===== src/rtl/wb_serializer.sv =====
// Write-back serializer: captures N_CH channel results on a strobe and writes them
// to the result RAM one word per cycle at consecutive (wrapping) addresses.
module wb_serializer #(
    parameter int N_CH   = 4,
    parameter int DW     = 18,
    parameter int RAM_DW = 32,
    parameter int AW     = 8,
    parameter int SEXT   = 0
) (
    input  logic                 clk,
    input  logic                 rst,
    input  logic                 web,
    input  logic [N_CH*DW-1:0]   mu_in,
    input  logic                 addr_load,
    input  logic [AW-1:0]        base_addr,
    input  logic                 wr_stall,
    output logic                 we_n,
    output logic [AW-1:0]        w_addr,
    output logic [RAM_DW-1:0]    dataRAM,
    output logic                 wb_busy,
    output logic                 wb_done,
    output logic                 drop_err
);

    localparam int IW = (N_CH > 1) ? $clog2(N_CH) : 1;
    localparam logic [IW-1:0] LAST_IDX = IW'(N_CH - 1);

    typedef enum logic {IDLE, WRITE} state_t;

    state_t          state, state_next;
    logic [AW-1:0]   ptr, ptr_next, addr_cur;
    logic [IW-1:0]   idx, idx_next;
    logic [DW-1:0]   buffer [N_CH];
    logic [DW-1:0]   word;
    logic            capture, issue, last_done, drop;

    function automatic logic [RAM_DW-1:0] extend(input logic [DW-1:0] w);
        logic [RAM_DW-1:0] r;
        r = '0;
        r[DW-1:0] = w;
        for (int i = DW; i < RAM_DW; i++) begin
            r[i] = (SEXT != 0) ? w[DW-1] : 1'b0;
        end
        return r;
    endfunction

    // The strobe cycle issues word 0 straight from mu_in so the first write lands
    // one cycle after the strobe; later words come from the captured buffer.
    always_comb begin
        state_next = state;
        ptr_next   = ptr;
        idx_next   = idx;
        addr_cur   = ptr;
        word       = buffer[idx];
        capture    = 1'b0;
        issue      = 1'b0;
        last_done  = 1'b0;
        drop       = 1'b0;
        case (state)
            IDLE: begin
                if (addr_load) begin
                    addr_cur = base_addr;
                    ptr_next = base_addr;
                end
                if (web) begin
                    capture    = 1'b1;
                    state_next = WRITE;
                    word       = mu_in[DW-1:0];
                    idx_next   = '0;
                    if (!wr_stall) begin
                        issue    = 1'b1;
                        idx_next = IW'(1);
                        ptr_next = addr_cur + 1'b1;
                    end
                end
            end
            WRITE: begin
                if (!wr_stall) begin
                    issue    = 1'b1;
                    ptr_next = ptr + 1'b1;
                    idx_next = idx + 1'b1;
                    if (idx == LAST_IDX) begin
                        last_done = 1'b1;
                        idx_next  = '0;
                        if (web) begin
                            capture = 1'b1;
                        end else begin
                            state_next = IDLE;
                        end
                    end
                end
                if (web && !last_done) begin
                    drop = 1'b1;
                end
            end
            default: state_next = IDLE;
        endcase
    end

    always_ff @(posedge clk or posedge rst) begin
        if (rst) begin
            state    <= IDLE;
            ptr      <= '0;
            idx      <= '0;
            we_n     <= 1'b1;
            w_addr   <= '0;
            dataRAM  <= '0;
            wb_busy  <= 1'b0;
            wb_done  <= 1'b0;
            drop_err <= 1'b0;
            for (int k = 0; k < N_CH; k++) begin
                buffer[k] <= '0;
            end
        end else begin
            state    <= state_next;
            ptr      <= ptr_next;
            idx      <= idx_next;
            we_n     <= !issue;
            wb_busy  <= (state_next == WRITE);
            wb_done  <= last_done;
            drop_err <= drop;
            // Address and data stay put while stalled or idle.
            if (issue) begin
                w_addr  <= addr_cur;
                dataRAM <= extend(word);
            end
            if (capture) begin
                for (int k = 0; k < N_CH; k++) begin
                    buffer[k] <= mu_in[k*DW +: DW];
                end
            end
        end
    end

endmodule


===== config.mk =====
export PLATFORM = sky130hd
export DESIGN_NAME = wb_serializer
export DESIGN_NICKNAME = d
export VERILOG_FILES = /design/src/rtl/wb_serializer.sv
export SDC_FILE = /design/constraint.sdc
export NUM_CORES = 1
export LEC_CHECK = 0
export CORE_UTILIZATION = 35
export CTS_CLUSTER_SIZE = 25
export DETAILED_ROUTE_END_ITERATION = 10
export HOLD_SLACK_MARGIN = 0.02
export PLACE_DENSITY = 0.6
export SETUP_SLACK_MARGIN = 0.5
export SLEW_MARGIN = 20
export SYNTH_ARGS = -nofsm -noshare
export SYNTH_HDL_FRONTEND = slang
export SYNTH_SLANG_ARGS = --single-unit

===== constraint.sdc =====
create_clock -name clk -period 9.98 [get_ports clk]
set_input_delay 1.497 -clock clk [delete_from_list [all_inputs] [get_ports clk]]
set_output_delay 1.497 -clock clk [all_outputs]
set_load 0.01 [all_outputs]

* Word level (Yosys, flattened, before mapping) *
Index checks and enable logic that the tools add are counted.

operators by class
  reduce and logical (&&, ||, !) cells = 4
  equality and inequality tests = 3
  muxes and demuxes = 33
  $add $sub $neg = 3
  $lt $le $gt $ge = 1
  bitwise logic cells = 2

operators with widths
  operator                                                        count
  18-bit two-way mux                                              4
  8-bit two-way mux                                               6
  18-bit binary-select mux with 2-bit select                      1
  8-bit by 1-bit adder with 8-bit output (second input constant)  2
  8-bit case mux with 2 select lines                              1
  1-bit two-way mux                                               14
  2-bit two-way mux                                               3
  1-bit case mux with 2 select lines                              3
  2-bit != test (second input constant)                           2
  2-bit case mux with 2 select lines                              1
  3-bit >= comparator (second input constant)                     1
  2-bit NOT with 3-bit output                                     1
  2-bit by 1-bit adder with 2-bit output (second input constant)  1
  2-bit equality test (second input constant)                     1
  1-bit logical NOT                                               2
  2-bit AND reduction                                             1
  1-bit logical AND                                               1
  1-bit NOT                                                       1

storage, ports and cells
  input port bits = 85
  logic and storage cells = 58
  register bits after elaboration = 112

* Longest topological paths before layout *
  depth in word-level cells = 8
  mapped depth = 9

* Least setup slack after synthesis *
OpenSTA, ideal clock, no wires.

  path type = input to register
  from = input port addr_load
  to = register ptr[4]
  arrival = 2.744 ns
  stages = 9
  data required time = 9.847 ns
  slack = 7.102 ns
  buffers on the path = 1
  library setup time = 0.133 ns
  cell sequence = buf_4 mux2i_2 inv_1 ha_1 nand3b_1 a21oi_2 xor2_1 o22ai_1 a21oi_1

on the way
  cells in the longest elaborated chain, start to end = 6

ends and longest elaborated chain
  element                                 RTL line  text
  from (decl)                             14        input logic addr_load,
  8-bit two-way mux *                     61        if (addr_load) begin
  8-bit two-way mux                       59        case (state)
  8-bit by 1-bit adder with 8-bit output  73        ptr_next = addr_cur + 1'b1;
  8-bit two-way mux                       70        if (!wr_stall) begin
  8-bit two-way mux *                     65        if (web) begin
  8-bit case mux with 2 select lines *    59
  to (signal assigned)                    116       ptr <= ptr_next;
  to (decl)                               31        logic [AW-1:0] ptr, ptr_next, addr_cur;

Every way passes the cells marked *; elsewhere a longest branch is shown, timed or not. The select of a mux whose other input is x is not followed.
A chain may end at the register's enable or synchronous reset.

* Worst setup path after layout *
Same ends and word-level chain as after synthesis.

==> out/results.ini <==
[worst_setup_path]
slowest_delay_ps = 880
reg2reg_depth = 5
r2r-end = buffer[32]
critical-path-top-delay-family = buffers and inverters
r2r_slack_ps = 7010
end_kind = flip-flop
required_ps = 10210
start_kind = primary input
critPathArrivalTime_ps = 3750
path_cells = clkdlybuf4s50_1 -> mux2i_2 -> inv_1 -> ha_1 -> nand3b_1 -> a21oi_2 -> xor2_1 -> o22ai_1 -> a21oi_1
rr_startpoint = idx[1]
path_buf_inv = 2
crit_type = in -> reg
path_max_fanout = 18
cp_slowest_cell = clkdlybuf4s50_1

[placed_design]
dp.cells = 693
gp_congestion = 0.8086
place_area_um2 = 6594
io_buffers = 114
hpwl_mm = 8.141
place_ws_ps = 6090

[cts]
cts_buffers = 9
htree_num_levels = 3
cts_resized = 0
cts_root_buf = clkbuf_16
cts_buffer_depth = 2
clk_pin_slew_ps = 80
cts_setup_buffers = 0
ctsHoldBuffers = 0
tritoncts = built
clock_latency_ps = 350
numClockSinks = 112

[global_route]
antenna_found_initial = 0
grt_max_degree = 73
grt_pass1_wl_mm = 19.98
grt_usage = 0.1628
gr-total-overflow = 0
grt_pass1_vias = 3812

[drt]
drc = 0
wl_mm = 12.23
ant_nets = 0
drt_iter0_markers = 169
dr.pass1.iters = 4
viasPerCell = 5.061
wl_per_cell_um = 17.28
num_vias = 3583

[synth]
synth_area_um2 = 5379
yosysSeqAreaShare = 0.5213
yosysWarnings = 0
ys_types = 47
avgSynthCellArea_um2 = 12.75
ys_seq_elements = 112
synthCells = 422

[cells_and_area]
drive_above_1_share = 0.1660
n_fill_cell = 1360
areaGrowthSynthToFinish_pct = 27.61
design_area_um2 = 6864
fin_cells = 708
diodes = 0
layout.nets = 608
postLayoutCoreUtil = 0.4652

[floorplanning]
io_pins = 129
initial_core_util = 0.3646
fp.dieW_um = 126.0
dieArea_um2 = 15870
die_h_um = 126.0
core-area_um2 = 14750
rows = 44

[sta]
hold_slack_ps = 483.7
rsz0062_at_grt = no
period_needed_ps = 3515
slew_violations = 0
final.setup.tns_ps = 0
finalClockSkew_ps = 10.24
final-hold-violation-count = 0
period_share = 0.3522
setup_viol = 0
setup_slack_ps = 6465
worst_slew_pin_slew_ps = 1053
slew_headroom = 0.2948
max_freq_ghz = 0.2845

[worst_hold_path]
hp-class = reg -> reg
min_delay_path_depth = 1
whs_endpoint = buffer[19]
hold_path.startpoint = buffer[19]

[pwr]
switching_share = 0.3147
p_sw_uw = 590.4
sequentialPowerShare = 0.436
leakagePower_nw = 2.818
p_comb_frac = 0.383
finalPower_mw = 1.876
vdd_drop_max_mv = 0.1058
internal_power_mw = 1.286
clockPowerShare = 0.181
powerDensity_nw_per_um2 = 273.3

[status]
status = finished, final reports clean

[run]
cap_violations = 0

-- flip-flops by register name (all words and copies together) (netlist names) --
register and count:
buffer 72, dataRAM 18, ptr 8, w_addr 8, idx 2, drop_err 1, state 1, wb_done 1
we_n 1
-- synth_stat cells (all sizes together) --
master   instances  area [µm²]
a211oi           2       27.53
a21oi            9       48.80
mux4            18       405.4
a22oi           19       142.6
mux2i           15       153.9
nand3            7       35.03
mux2            74       833.3
and4b            1       10.01
dfstp            1       26.28
xnor2            5       43.79
conb             1       3.750
a221oi           1       8.760
and3             2       12.51
inv              3       11.26
and2             1       6.260
or2              2       12.52
buf             37       219.0
and3b            2       17.52
nand3b           3       35.03
and4             1       8.760
dfrtp          111        2778
clkbuf           8       31.28
clkinv           1       3.750
o22a             1       8.760
o21ai           33       165.2
o221ai           1       15.01
o211ai           1       7.510
nor2             8       30.03
a21o             1       7.510
o2bb2ai          1       8.760
nand2           37       138.9
ha               3       37.54
nor2b            3       18.77
a2bb2oi          1       8.760
xor2             3       26.28
o22ai            2       12.51
nand2b           3       18.77
-- cells in the final DEF, fill, tap and decap left out, drive strengths merged, types with 8 or more instances in the layout --
cell type | netlist | final
conb | 1 | 14
clkdlybuf4s50 | 0 | 114
dfrtp | 111 | 111
clkbuf | 8 | 10
mux4 | 18 | 18
nand2 | 37 | 37
a21oi | 9 | 9
o21ai | 33 | 33
nor2 | 8 | 8
mux2 | 74 | 74
mux2i | 15 | 15
a22oi | 19 | 19
-- power by group through the flow --
| stage | registers (mW) | logic [mW] | clock network, mW |
|---|---|---|---|
| 2_1_floorplan | 0.789 | 0.517 | 0 |
| 3_3_place_gp | 0.822 | 0.710 | 0 |
| 3_5_place_dp | 0.830 | 0.729 | 0 |
| 4_1_cts | 0.822 | 0.731 | 0.349 |
| 5_1_grt | 0.854 | 0.796 | 0.365 |
| 6_report | 0.818 | 0.719 | 0.339 |
-- worst reg2reg max path, cell delays in order, from the launching register on --
cell and delay, ps:
dfrtp_1 1040, ha_1 330, nand2b_1 110, nand2_1 110
and2_4 770, mux2_2 490
-- cell families after synthesis --
family | synth area share
buffers and inverters | 0.04931
other | 0.0006972
DFF | 0.5213
adders and majority gates | 0.006979
AOI/OAI and AO/OA | 0.08584
and+or+nand+nor | 0.06397
muxes | 0.2589
xor gates and xnor gates | 0.01303
-- final cells by class --
type / instances / area (µm²) / share of cell area
multi-input combinational: 274 / 2364 / 0.3443
timing repair buffer: 119 / 1179 / 0.1717
clock inverter: 5 / 41.29 / 0.006015
clock buffer: 10 / 229.0 / 0.03336
inverter: 4 / 17.52 / 0.002552
tap: 184 / 230.2 / 0.03354
sequential: 112 / 2804 / 0.4085
-- how the worst max path moves through the flow --
stage                         start    endpoint  slack, ps  cells past startpoint
after floorplan                 rst   buffer[0]       5530                      1
after global placement    addr_load      ptr[5]       6110                      6
after detailed placement   wr_stall  buffer[61]       6090                      6
after CTS                  wr_stall  buffer[26]       6460                      6
after global routing      addr_load      ptr[5]       6240                      6
final                     addr_load      ptr[4]       6470                      9
-- routing by layer --
metal | up-vias | part of all wire | global-route usage
met1 | 1778 | 0.44 | 0.2051
met5 | - | 0 | 0
met2 | 109 | 0.47 | 0.2668
li1 | 1686 | - | -
met4 | 0 | 0.013 | 0.05174
met3 | 10 | 0.076 | 0.05098
Note: power is estimated with default switching activity, not from simulation.
